[config.mk]
export PLATFORM = sky130hd
export DESIGN_NAME = strand_decoder
export DESIGN_NICKNAME = d
export VERILOG_FILES = /design/src/rtl/strand_pkg.sv /design/src/rtl/sync_2ff.sv /design/src/rtl/strand_decoder.sv
export SDC_FILE = /design/constraint.sdc
export NUM_CORES = 1
export LEC_CHECK = 0
export BUFFER_PORTS_ARGS = -buffer_cell sky130_fd_sc_hd__buf_2
export CORE_MARGIN = 2
export CORE_UTILIZATION = 55
export DETAILED_ROUTE_END_ITERATION = 16
export PLACE_DENSITY = 0.74
export SLEW_MARGIN = 10
export SYNTH_ARGS = -nofsm -noshare
export SYNTH_HDL_FRONTEND = slang
export SYNTH_SLANG_ARGS = --single-unit
[constraint.sdc]
create_clock -name clk_in -period 7.8 [get_ports clk_in]
set_input_delay 0.78 -clock clk_in [delete_from_list [all_inputs] [get_ports clk_in]]
set_output_delay 0.78 -clock clk_in [all_outputs]
set_load 0.05 [all_outputs]
[src/rtl/strand_pkg.sv]
// Shared types and default NRZ timing for the LED strand driver and decoder.
// All timing constants are in 100 MHz clock cycles.
package strand_pkg;

   typedef enum logic [1:0] {
      SYNC,
      LOW,
      HIGH
   } state_e;

   localparam int T0H    = 40;
   localparam int T1H    = 80;
   localparam int TBIT   = 125;
   localparam int TLATCH = 5000;

   // Field order matches wire order: green is shifted in first.
   typedef struct packed {
      logic [7:0] g;
      logic [7:0] r;
      logic [7:0] b;
   } pixel_t;

endpackage

[src/rtl/sync_2ff.sv]
// Generic two-flop synchronizer for asynchronous single-bit or bus inputs.
// Both stages clear asynchronously to 0.
module sync_2ff #(
   parameter int WIDTH = 1
) (
   input  logic             clk_i,
   input  logic             rst_i,
   input  logic [WIDTH-1:0] d_i,
   output logic [WIDTH-1:0] q_o
);

   logic [WIDTH-1:0] meta_q;

   always_ff @(posedge clk_i or posedge rst_i) begin
      if (rst_i) begin
         meta_q <= '0;
         q_o    <= '0;
      end else begin
         // NOTE: non-blocking keeps these as two distinct flop stages.
         meta_q <= d_i;
         q_o    <= meta_q;
      end
   end

endmodule

[src/rtl/strand_decoder.sv]
// Samples a WS2812-style NRZ strand, measures high-pulse widths and rebuilds
// GRB pixels, reporting them as RGB with an index, plus latch and error pulses.
module strand_decoder
   import strand_pkg::*;
#(
   parameter int NUM_LEDS      = 30,
   parameter int MIN_HIGH      = 20,
   parameter int BIT_THRESHOLD = (T0H + T1H) / 2,
   parameter int MAX_HIGH      = 100,
   parameter int RESET_CYCLES  = TLATCH
) (
   input  logic                        clk_in,
   input  logic                        rst_in,
   input  logic                        strand_in,
   output logic [7:0]                  red_out,
   output logic [7:0]                  green_out,
   output logic [7:0]                  blue_out,
   output logic [$clog2(NUM_LEDS)-1:0] pixel_index,
   output logic                        pixel_valid,
   output logic                        frame_done,
   output logic                        frame_overflow,
   output logic                        pulse_error
);

   localparam int LO_W  = $clog2(RESET_CYCLES + 1);
   localparam int HI_W  = $clog2(MAX_HIGH + 2);
   localparam int PIX_W = $clog2(NUM_LEDS + 2);
   localparam int IDX_W = $clog2(NUM_LEDS);

   localparam logic [LO_W-1:0]  LO_LATCH = LO_W'(RESET_CYCLES);
   localparam logic [HI_W-1:0]  HI_MIN   = HI_W'(MIN_HIGH);
   localparam logic [HI_W-1:0]  HI_ONE   = HI_W'(BIT_THRESHOLD);
   localparam logic [HI_W-1:0]  HI_MAX   = HI_W'(MAX_HIGH);
   localparam logic [HI_W-1:0]  HI_SAT   = HI_W'(MAX_HIGH + 1);
   localparam logic [PIX_W-1:0] PIX_LIM  = PIX_W'(NUM_LEDS);
   localparam logic [PIX_W-1:0] PIX_SAT  = PIX_W'(NUM_LEDS + 1);

   logic              strand_s;
   state_e            state_q;
   logic [LO_W-1:0]   lo_cnt_q;
   logic [HI_W-1:0]   hi_cnt_q;
   logic [4:0]        bit_cnt_q;
   logic [PIX_W-1:0]  pix_cnt_q;
   logic [22:0]       shift_q;
   logic              got_bit_q;

   logic              bit_val;
   logic [23:0]       shift_d;
   pixel_t            pix_d;
   logic [PIX_W-1:0]  pix_cnt_d;
   logic [LO_W-1:0]   lo_cnt_d;
   logic [HI_W-1:0]   hi_cnt_d;

   sync_2ff #(.WIDTH(1)) u_sync (
      .clk_i (clk_in),
      .rst_i (rst_in),
      .d_i   (strand_in),
      .q_o   (strand_s)
   );

   assign bit_val   = (hi_cnt_q >= HI_ONE);
   assign shift_d   = {shift_q, bit_val};
   assign pix_d     = pixel_t'(shift_d);
   assign pix_cnt_d = (pix_cnt_q == PIX_SAT)  ? pix_cnt_q : pix_cnt_q + 1'b1;
   assign lo_cnt_d  = (lo_cnt_q  == LO_LATCH) ? lo_cnt_q  : lo_cnt_q + 1'b1;
   assign hi_cnt_d  = (hi_cnt_q  == HI_SAT)   ? hi_cnt_q  : hi_cnt_q + 1'b1;

   always_ff @(posedge clk_in or posedge rst_in) begin
      if (rst_in) begin
         state_q        <= SYNC;
         lo_cnt_q       <= '0;
         hi_cnt_q       <= '0;
         bit_cnt_q      <= '0;
         pix_cnt_q      <= '0;
         shift_q        <= '0;
         got_bit_q      <= 1'b0;
         red_out        <= '0;
         green_out      <= '0;
         blue_out       <= '0;
         pixel_index    <= '0;
         pixel_valid    <= 1'b0;
         frame_done     <= 1'b0;
         frame_overflow <= 1'b0;
         pulse_error    <= 1'b0;
      end else begin
         // NOTE: pulse outputs default low every cycle; branches only raise them.
         pixel_valid    <= 1'b0;
         frame_done     <= 1'b0;
         frame_overflow <= 1'b0;
         pulse_error    <= 1'b0;

         case (state_q)
            SYNC: begin
               if (strand_s) begin
                  lo_cnt_q <= '0;
               end else if (lo_cnt_q >= LO_LATCH - 1'b1) begin
                  state_q   <= LOW;
                  lo_cnt_q  <= LO_LATCH;
                  bit_cnt_q <= '0;
                  pix_cnt_q <= '0;
                  got_bit_q <= 1'b0;
               end else begin
                  lo_cnt_q <= lo_cnt_q + 1'b1;
               end
            end

            LOW: begin
               // A frame is only closed if something arrived since the last latch.
               if (lo_cnt_q == LO_LATCH && got_bit_q) begin
                  frame_done     <= 1'b1;
                  frame_overflow <= (pix_cnt_q > PIX_LIM);
                  pulse_error    <= (bit_cnt_q != '0);
                  bit_cnt_q      <= '0;
                  pix_cnt_q      <= '0;
                  got_bit_q      <= 1'b0;
               end
               if (strand_s) begin
                  state_q  <= HIGH;
                  hi_cnt_q <= HI_W'(1);
               end else begin
                  lo_cnt_q <= lo_cnt_d;
               end
            end

            HIGH: begin
               if (hi_cnt_q > HI_MAX) begin
                  pulse_error <= 1'b1;
                  state_q     <= SYNC;
                  lo_cnt_q    <= '0;
               end else if (strand_s) begin
                  hi_cnt_q <= hi_cnt_d;
               end else if (hi_cnt_q < HI_MIN) begin
                  pulse_error <= 1'b1;
                  state_q     <= SYNC;
                  lo_cnt_q    <= '0;
               end else begin
                  shift_q   <= shift_d[22:0];
                  got_bit_q <= 1'b1;
                  lo_cnt_q  <= LO_W'(1);
                  state_q   <= LOW;
                  if (bit_cnt_q == 5'd23) begin
                     bit_cnt_q <= '0;
                     pix_cnt_q <= pix_cnt_d;
                     if (pix_cnt_q < PIX_LIM) begin
                        red_out     <= pix_d.r;
                        green_out   <= pix_d.g;
                        blue_out    <= pix_d.b;
                        pixel_index <= pix_cnt_q[IDX_W-1:0];
                        pixel_valid <= 1'b1;
                     end
                  end else begin
                     bit_cnt_q <= bit_cnt_q + 1'b1;
                  end
               end
            end

            default: state_q <= SYNC;
         endcase
      end
   end

endmodule

==> results of run 1 <==
## synth_stat cells (all sizes together) (3+ instances only)
master	instances	share of area (%)
dfrtp	91	49
mux2	53	15
nor2	25	2.2
nand2	24	2.0
inv	20	1.6
o21ai	16	1.7
nand3	15	1.6
ha	14	3.8
buf	13	2.0
nor3	9	0.98
a21oi	8	0.87
nand4	7	1.1
nor4	7	0.95
a22o	6	1.2
clkbuf	6	0.52
o22a	6	1.1
or2	6	0.81
a211oi	5	1.0
and3	5	0.68
o31ai	5	0.81
a31oi	4	0.54
nand4b	4	0.76
o211ai	4	0.65
o2bb2ai	4	0.76
xnor2	4	0.76
a21o	3	0.52
mux2i	3	0.65
## sequential cells by signal, summed over array words and instances, names as in the netlist, 2 cells and up
| name | flops |
|---|---|
| pixel_index | 5 |
| blue_out | 8 |
| hi_cnt_q | 7 |
| green_out | 8 |
| red_out | 8 |
| pix_cnt_q | 5 |
| shift_q | 23 |
| lo_cnt_q | 13 |
| state_q | 2 |
| bit_cnt_q | 5 |
## critical path, delay by kind of cell, from the launching register on
family	cells	cell delay [ps]
adder cells (fa/ha/maj)	1	700
flip-flops	1	430
AND/OR/NAND/NOR	2	1680
multiplexers	1	390
buffers and inverters	1	100
## layer usage
layer  GRT usage (%)  part of all wire (%)  vias to the layer above
li1                -                     -                     1523
met1            29.5                    48                     1585
met2            32.6                    47                       62
met3            4.11                   3.9                        7
met4            7.38                   1.1                        0
met5               0                     0                        -
## final cells by class
| class | instances | area [sq um] | share of cell area (%) |
|---|---|---|---|
| Clock buffer | 9 | 124 | 2.47 |
| Clock inverter | 7 | 76.3 | 1.52 |
| Inverter | 20 | 76.3 | 1.52 |
| Multi-Input combinational cell | 268 | 2140 | 42.7 |
| Tap cell | 105 | 131 | 2.62 |
| Timing Repair Buffer | 37 | 190 | 3.79 |
| Sequential cell | 91 | 2280 | 45.4 |
## stage by stage
step,cells,worst slack (ps),cell area (sq um),util [%]
after floorplan,398,4660,4610,-
after global placement,521,4510,4820,59.0
after detailed placement,521,4390,4820,59.0
after CTS,537,4360,5020,61.4
after global routing,537,4160,5020,61.4
final,537,4390,5020,61.4
## cell families after synthesis
group	count (synthesis)	synth area share [%]
simple gates	112	12.7
flops	91	49.4
compound gates	82	13.2
mux	56	15.9
buf+inv	39	4.15
fa+ha+maj	14	3.80
xor+xnor	4	0.759
## how the worst min path moves through the flow
stage,cells after the start,end,slack (ps),start
final,0,u_sync.q_o$_DFF_PP0_,390,u_sync.meta_q$_DFF_PP0_
after global routing,0,u_sync.q_o$_DFF_PP0_,400,u_sync.meta_q$_DFF_PP0_
after CTS,0,u_sync.q_o$_DFF_PP0_,380,u_sync.meta_q$_DFF_PP0_
after detailed placement,0,u_sync.q_o$_DFF_PP0_,350,u_sync.meta_q$_DFF_PP0_
after global placement,0,u_sync.q_o$_DFF_PP0_,340,u_sync.meta_q$_DFF_PP0_
after floorplan,0,u_sync.q_o$_DFF_PP0_,330,u_sync.meta_q$_DFF_PP0_
## report_power, final
group	internal [mW]	switching [mW]
registers	0.473	0.00287
clock network	0.128	0.197
logic	0.00623	0.0173
total	0.608	0.217
==> results by group, run 1 <==
Outcome
  – Status: finished, final reports clean

Layout
  – Share of cells above drive strength 1: 28.2%
  – Layout area overhead: 8.81%
  – # diodes: 0
  – Nets: ~440
  – Most common cell after layout, fill and taps aside: dfrtp_1
  – Layout fillers: between 600 and 700
  – Most frequent cells in the layout: 91 x dfrtp_1, 35 x buf_2, 29 x mux2_4

Critical path
  – Critical Path Source Type: register
  – R2r startpoint: state_q[0]$_DFFE_PP0P_
  – RR Endpoint: green_out[0]$_DFFE_PP0P_
  – Max stage delay on crit path: between 800 and 900 ps
  – WP data arrival: ~3700 ps
  – CP max FO: 30
  – Worst-path cell chain: inv_1 > ha_1 > nand4_2 > or3b_4 > mux2_4
  – Critical path launch point: state_q[0]$_DFFE_PP0P_
  – Worst Path Required: 8060 ps
  – Worst setup path endpoint: green_out[0]$_DFFE_PP0P_
  – R2R cell count: 5
  – Crit-path slowest cell: or3b_4
  – R2R setup slack: approximately 4400 ps
  – Setup CP Type: register to register
  – Crit. End Element: register

Clocking
  – Num CTS Buffers: 9
  – Clock Latency Late Sink: approximately 370 ps
  – Post-CTS resize count: 0
  – CTS max path bufs: 2
  – Cts hold-fix bufs: 0
  – Total number of H-tree levels: 3
  – Clock Root Buffer: clkbuf_8
  – CTS tree: done
  – Setup bufs post-CTS: 0
  – Clk sink count: 91
  – Worst-path clk slew: 100 ps

Placed design
  – I/O Buffers: 35
  – Dpl hpwl: roughly 6000 um
  – RePlAce Congestion: between 0.9 and 1

STA
  – Period utilisation layout: a little over two fifths
  – Final hold slack: between 300 and 400 ps
  – Fin. Hold Viols: 0
  – Unrepaired setup endpoints after global routing: no
  – Slew HR: between 30% and 40%
  – Final Max Slew Viols: 0
  – Slew @ Worst Pin: 1010 ps
  – Setup_tns: 0 ps
  – Final setup viols: 0
  – Fmax achieved: between 0.2 and 0.3 GHz
  – Worst clock skew: approximately 15 ps
  – Final min period: about 3400 ps

Floorplanning
  – Io pins: 36
  – Die ar.: ~9100 sq um
  – Initial Util: roughly 56%
  – # rows: 33
  – Die W: 95.6 um
  – Core Area: approximately 8200 sq um
  – Die Y: around 96 um

Power and ir drop
  – Maximum VDD drop: ~0.093 mV
  – Power Total: about 0.83 mW
  – Leak pwr: between 2 and 3 nW
  – Cell Pwr Density: about 160 nW/um^2

Synth
  – Synth unique cells: 60
  – Async S/R FF share, synth: 100%
  – Main flop type after synthesis: dfrtp_1
  – Post-synth EDFFs: 0
  – Sequential area share after synthesis: 49.4%
  – Post-Synthesis Cell Area: 4610 sq um
  – Syn Inst Count: between 300 and 400
  – Yosys reg bits: 91
  – Synthesis Warnings: 0
  – Syn_nets: 415
  – Avg Inst Size Synth: between 10 and 15 sq um

Drt
  – Final WL: roughly 8900 um
  – Iter 0 DRT Violations: between 150 and 200
  – DRC: 0
  – DR vias/cell: around 5.9
  – WL per Instance: 16.6 um
  – Via Count: approximately 3200
  – First-pass iteration count of the detailed router: 4
  – Antenna viol nets, final: 0

Global route
  – Antenna violations before repair: 0
  – Overflow after GRT: 0
  – Vias in the first global route: slightly below 3000
  – Pin count of the biggest net entering global routing: 65
  – First-pass GRT wire length: 14900 um
  – All-layer global routing usage: 21.0%

Min path
  – Worst hold path type: register to register

Job
  – Max Cap Viol: 0
(Power assumes the default switching activity.)
==> run 2: changes to the inputs <==
--- a/config.mk
+++ b/config.mk
@@ -5,11 +5,12 @@
 export SDC_FILE = /design/constraint.sdc
 export NUM_CORES = 1
 export LEC_CHECK = 0
+export ABC_AREA = 1
 export BUFFER_PORTS_ARGS = -buffer_cell sky130_fd_sc_hd__buf_2
 export CORE_MARGIN = 2
-export CORE_UTILIZATION = 55
+export CORE_UTILIZATION = 54
 export DETAILED_ROUTE_END_ITERATION = 16
-export PLACE_DENSITY = 0.74
+export PLACE_DENSITY = 0.76
 export SLEW_MARGIN = 10
 export SYNTH_ARGS = -nofsm -noshare
 export SYNTH_HDL_FRONTEND = slang
==> constraint.sdc (replaced) <==
create_clock -name clk_in -period 3 [get_ports clk_in]
set_input_delay 0.3 -clock clk_in [delete_from_list [all_inputs] [get_ports clk_in]]
set_output_delay 0.3 -clock clk_in [all_outputs]
set_load 0.05 [all_outputs]
==> run 2 against run 1 <==
  * Synthesized area up 3.5%
  * Largest cell class unchanged
  * Die area grew 5.2%
  * Register-to-register slack got worse by 3700 ps
  * Clock-buffer cell count did not move
  * First-iteration DRC count up 40%
  * Routed wire length grew 5.4%
  * Sequential share of layout area shrank 1.6 points
  * Utilization down 1.2 points
  * Critical path depth up 3
  * Critical path type unchanged
==> results by group, run 2 <==
Critical path
  – Critical Path Source Type: register
  – Crit. End Element: register
  – WP data arrival: roughly 2600 ps
  – CP max FO: 14
  – Worst Path Required: 3250 ps
  – Setup CP Type: register to register

Floorplanning
  – Die Y: a little under 100 um
  – Core Area: around 8600 sq um
  – # rows: 34
  – Io pins: 36
  – Die ar.: between 9000 and 10000 sq um
  – Die W: ~98 um
  – Initial Util: 55.3%

Power and ir drop
  – Leak pwr: about 2.7 nW
  – Clock power frac: between 40 and 50%
  – Cell Pwr Density: 417 nW/um^2
  – P_int: around 1.6 mW
  – Combinational power share: ~2.4%
  – Power Total: between 2 and 2.5 mW
  – Net Sw Power: 0.522 mW
  – Sw Ratio: about a quarter
  – Share of power burned in registers: 57.0%
  – Maximum VDD drop: between 0.2 and 0.25 mV

Clocking
  – CTS max path bufs: 2
  – Clock Latency Late Sink: 360 ps
  – Clk sink count: 91
  – Setup bufs post-CTS: 0
  – Num CTS Buffers: 9
  – CTS tree: done
  – Cts hold-fix bufs: 0
  – Worst-path clk slew: approximately 100 ps
  – Clock Root Buffer: clkbuf_8
  – Total number of H-tree levels: 3
  – Post-CTS resize count: 0

Placed design
  – RePlAce Congestion: about 0.91
  – Dpl hpwl: between 6000 and 7000 um
  – I/O Buffers: 35

Synth
  – Main area contributors after synthesis: dfrtp_1 48%, nand2_1 14%, inv_1 5.6%
  – Syn Inst Count: around 580
  – Sequential area share after synthesis: between 40 and 50%
  – Synthesis Warnings: 0
  – Synth cell count leaders: 182 x nand2_1, 91 x dfrtp_1, 71 x inv_1
  – Main flop type after synthesis: dfrtp_1
  – Yosys reg bits: between 90 and 100
  – Syn_nets: about 600
  – Async S/R FF share, synth: 100%
  – Count leader, synth: nand2_1
  – Post-Synthesis Cell Area: roughly 4800 sq um
  – Share of the synthesized area in the top cell type: between 40% and 50%
  – Post-synth EDFFs: 0
  – Avg Inst Size Synth: 8.26 sq um
  – Post-synth top area cell: dfrtp_1
  – Synth unique cells: 34

Layout
  – Nets: about 630
  – Top Registers: shift_q x23, lo_cnt_q x13
  – # diodes: 0
  – Share of cells above drive strength 1: 16.6%
  – Layout area overhead: 8.94%
  – Layout Utilization: approximately 60%
  – Max FFs per register: 23
  – Most common cell after layout, fill and taps aside: nand2_1
  – Top reg by flops: shift_q
  – Most frequent cells in the layout: 182 x nand2_1, 91 x dfrtp_1, 70 x inv_1

Global route
  – GR Layer Usage met2: between 30% and 40%
  – Pin count of the biggest net entering global routing: a little over 90
  – Vias in the first global route: roughly 3700
  – GR Layer Usage met3: under 10%
  – Antenna violations before repair: 0
  – Met1 Use GR: about 28%
  – Gr busiest metal: met2
  – Overflow after GRT: 0
  – First-pass GRT wire length: roughly 16000 um
  – All-layer global routing usage: between 20 and 25%

Drt
  – First-pass iteration count of the detailed router: 7
  – Antenna viol nets, final: 0
  – DRC: 0
  – WL per Instance: between 10 and 15 um
  – Final WL: 9380 um
  – Via Count: between 3000 and 4000
  – Iter 0 DRT Violations: around 230
  – DR vias/cell: between 5 and 6

STA
  – Final Max Slew Viols: 0
  – Final min period: between 2000 and 2500 ps
  – Slew HR: a little under three fifths
  – Setup_tns: 0 ps
  – Final hold slack: approximately 32 ps
  – Period utilisation layout: 77.8%
  – Slew @ Worst Pin: between 600 and 700 ps
  – Unrepaired setup endpoints after global routing: no
  – Fin. Hold Viols: 0
  – Worst clock skew: around 13 ps
  – Fmax achieved: 0.429 GHz
  – Final setup viols: 0

Outcome
  – Status: finished, final reports clean

Min path
  – Worst hold path type: input port to asynchronous set/reset pin

Job
  – Max Cap Viol: 0
[run 2: cell count changes after synthesis, moves of 14 or more]
cell | previous run | this run
mux2_4 | 29 | 0
nand2_1 | 24 | 182
nor2_1 | 24 | 38
mux2_2 | 24 | 0
o21ai_0 | 14 | 39
nand3_1 | 15 | 32
o21ai_2 | 0 | 24
inv_1 | 20 | 71
[run 2: worst max-delay path: stages, from the launching register on]
cell and delay, ps:
dfrtp_1 410, inv_1 80, ha_1 370, inv_1 380, nor2_2 110, a21oi_2 450, nand3_2 240, nand2_1 110
nand2_1 60
[run 2: final timing paths]
kind | end | depth (start not counted) | slack (ps) | start
setup / recovery | bit_cnt_q[4]$_DFFE_PP0P_ | 8 | 670 | state_q[0]$_DFFE_PP0P_
min in group clk_in | u_sync.meta_q$_DFF_PP0_ | 1 | 40 | strand_in
hold / removal | state_q[1]$_DFFE_PP0P_ | 3 | 30 | rst_in
setup reg to reg | bit_cnt_q[4]$_DFFE_PP0P_ | 8 | 670 | state_q[0]$_DFFE_PP0P_
max in group asynchronous | blue_out[0]$_DFFE_PP0P_ | 3 | 2610 | rst_in
hold reg to reg | u_sync.q_o$_DFF_PP0_ | 0 | 360 | u_sync.meta_q$_DFF_PP0_
[run 2: logic make-up after synthesis]
family / synth area share [%]
XOR/XNOR: 1.83
adder cells (fa/ha/maj): 3.67
AND/OR/NAND/NOR: 27.5
buffers and inverters: 8.55
AO/OA/AOI/OAI: 10.7
flip-flops: 47.7
[run 2: area by class of cell]
cell class	count	area (sq um)
clock inverters	7	82.6
clock buffers	9	124
flip-flops and latches	91	2280
inverters	73	275
multi-input cells	396	2090
well taps	108	135
repair buffers	39	218
fillers	743	3440
[run 2: routing by layer]
metal  share of wire [%]  vias up
met5                   0        -
met4                 2.1        0
met3                 3.8       16
met2                  48       80
met1                  46     1813
li1                    -     1896
[run 2: power groups by stage]
stage | clock network, mW | registers, mW | logic, mW
global placement | 0 | 1.26 | 0.0536
finish | 0.879 | 1.24 | 0.0529
detailed placement | 0 | 1.26 | 0.0550
global route | 0.939 | 1.24 | 0.0622
CTS | 0.898 | 1.24 | 0.0553
floorplan | 0 | 1.26 | 0.0384
[run 2: through the flow]
step	worst slack [ps]	instances	area [sq um]
floorplan	336	578	4770
global placement	855	707	4990
detailed placement	728	707	4990
CTS	715	723	5200
global route	423	723	5200
finish	666	723	5200
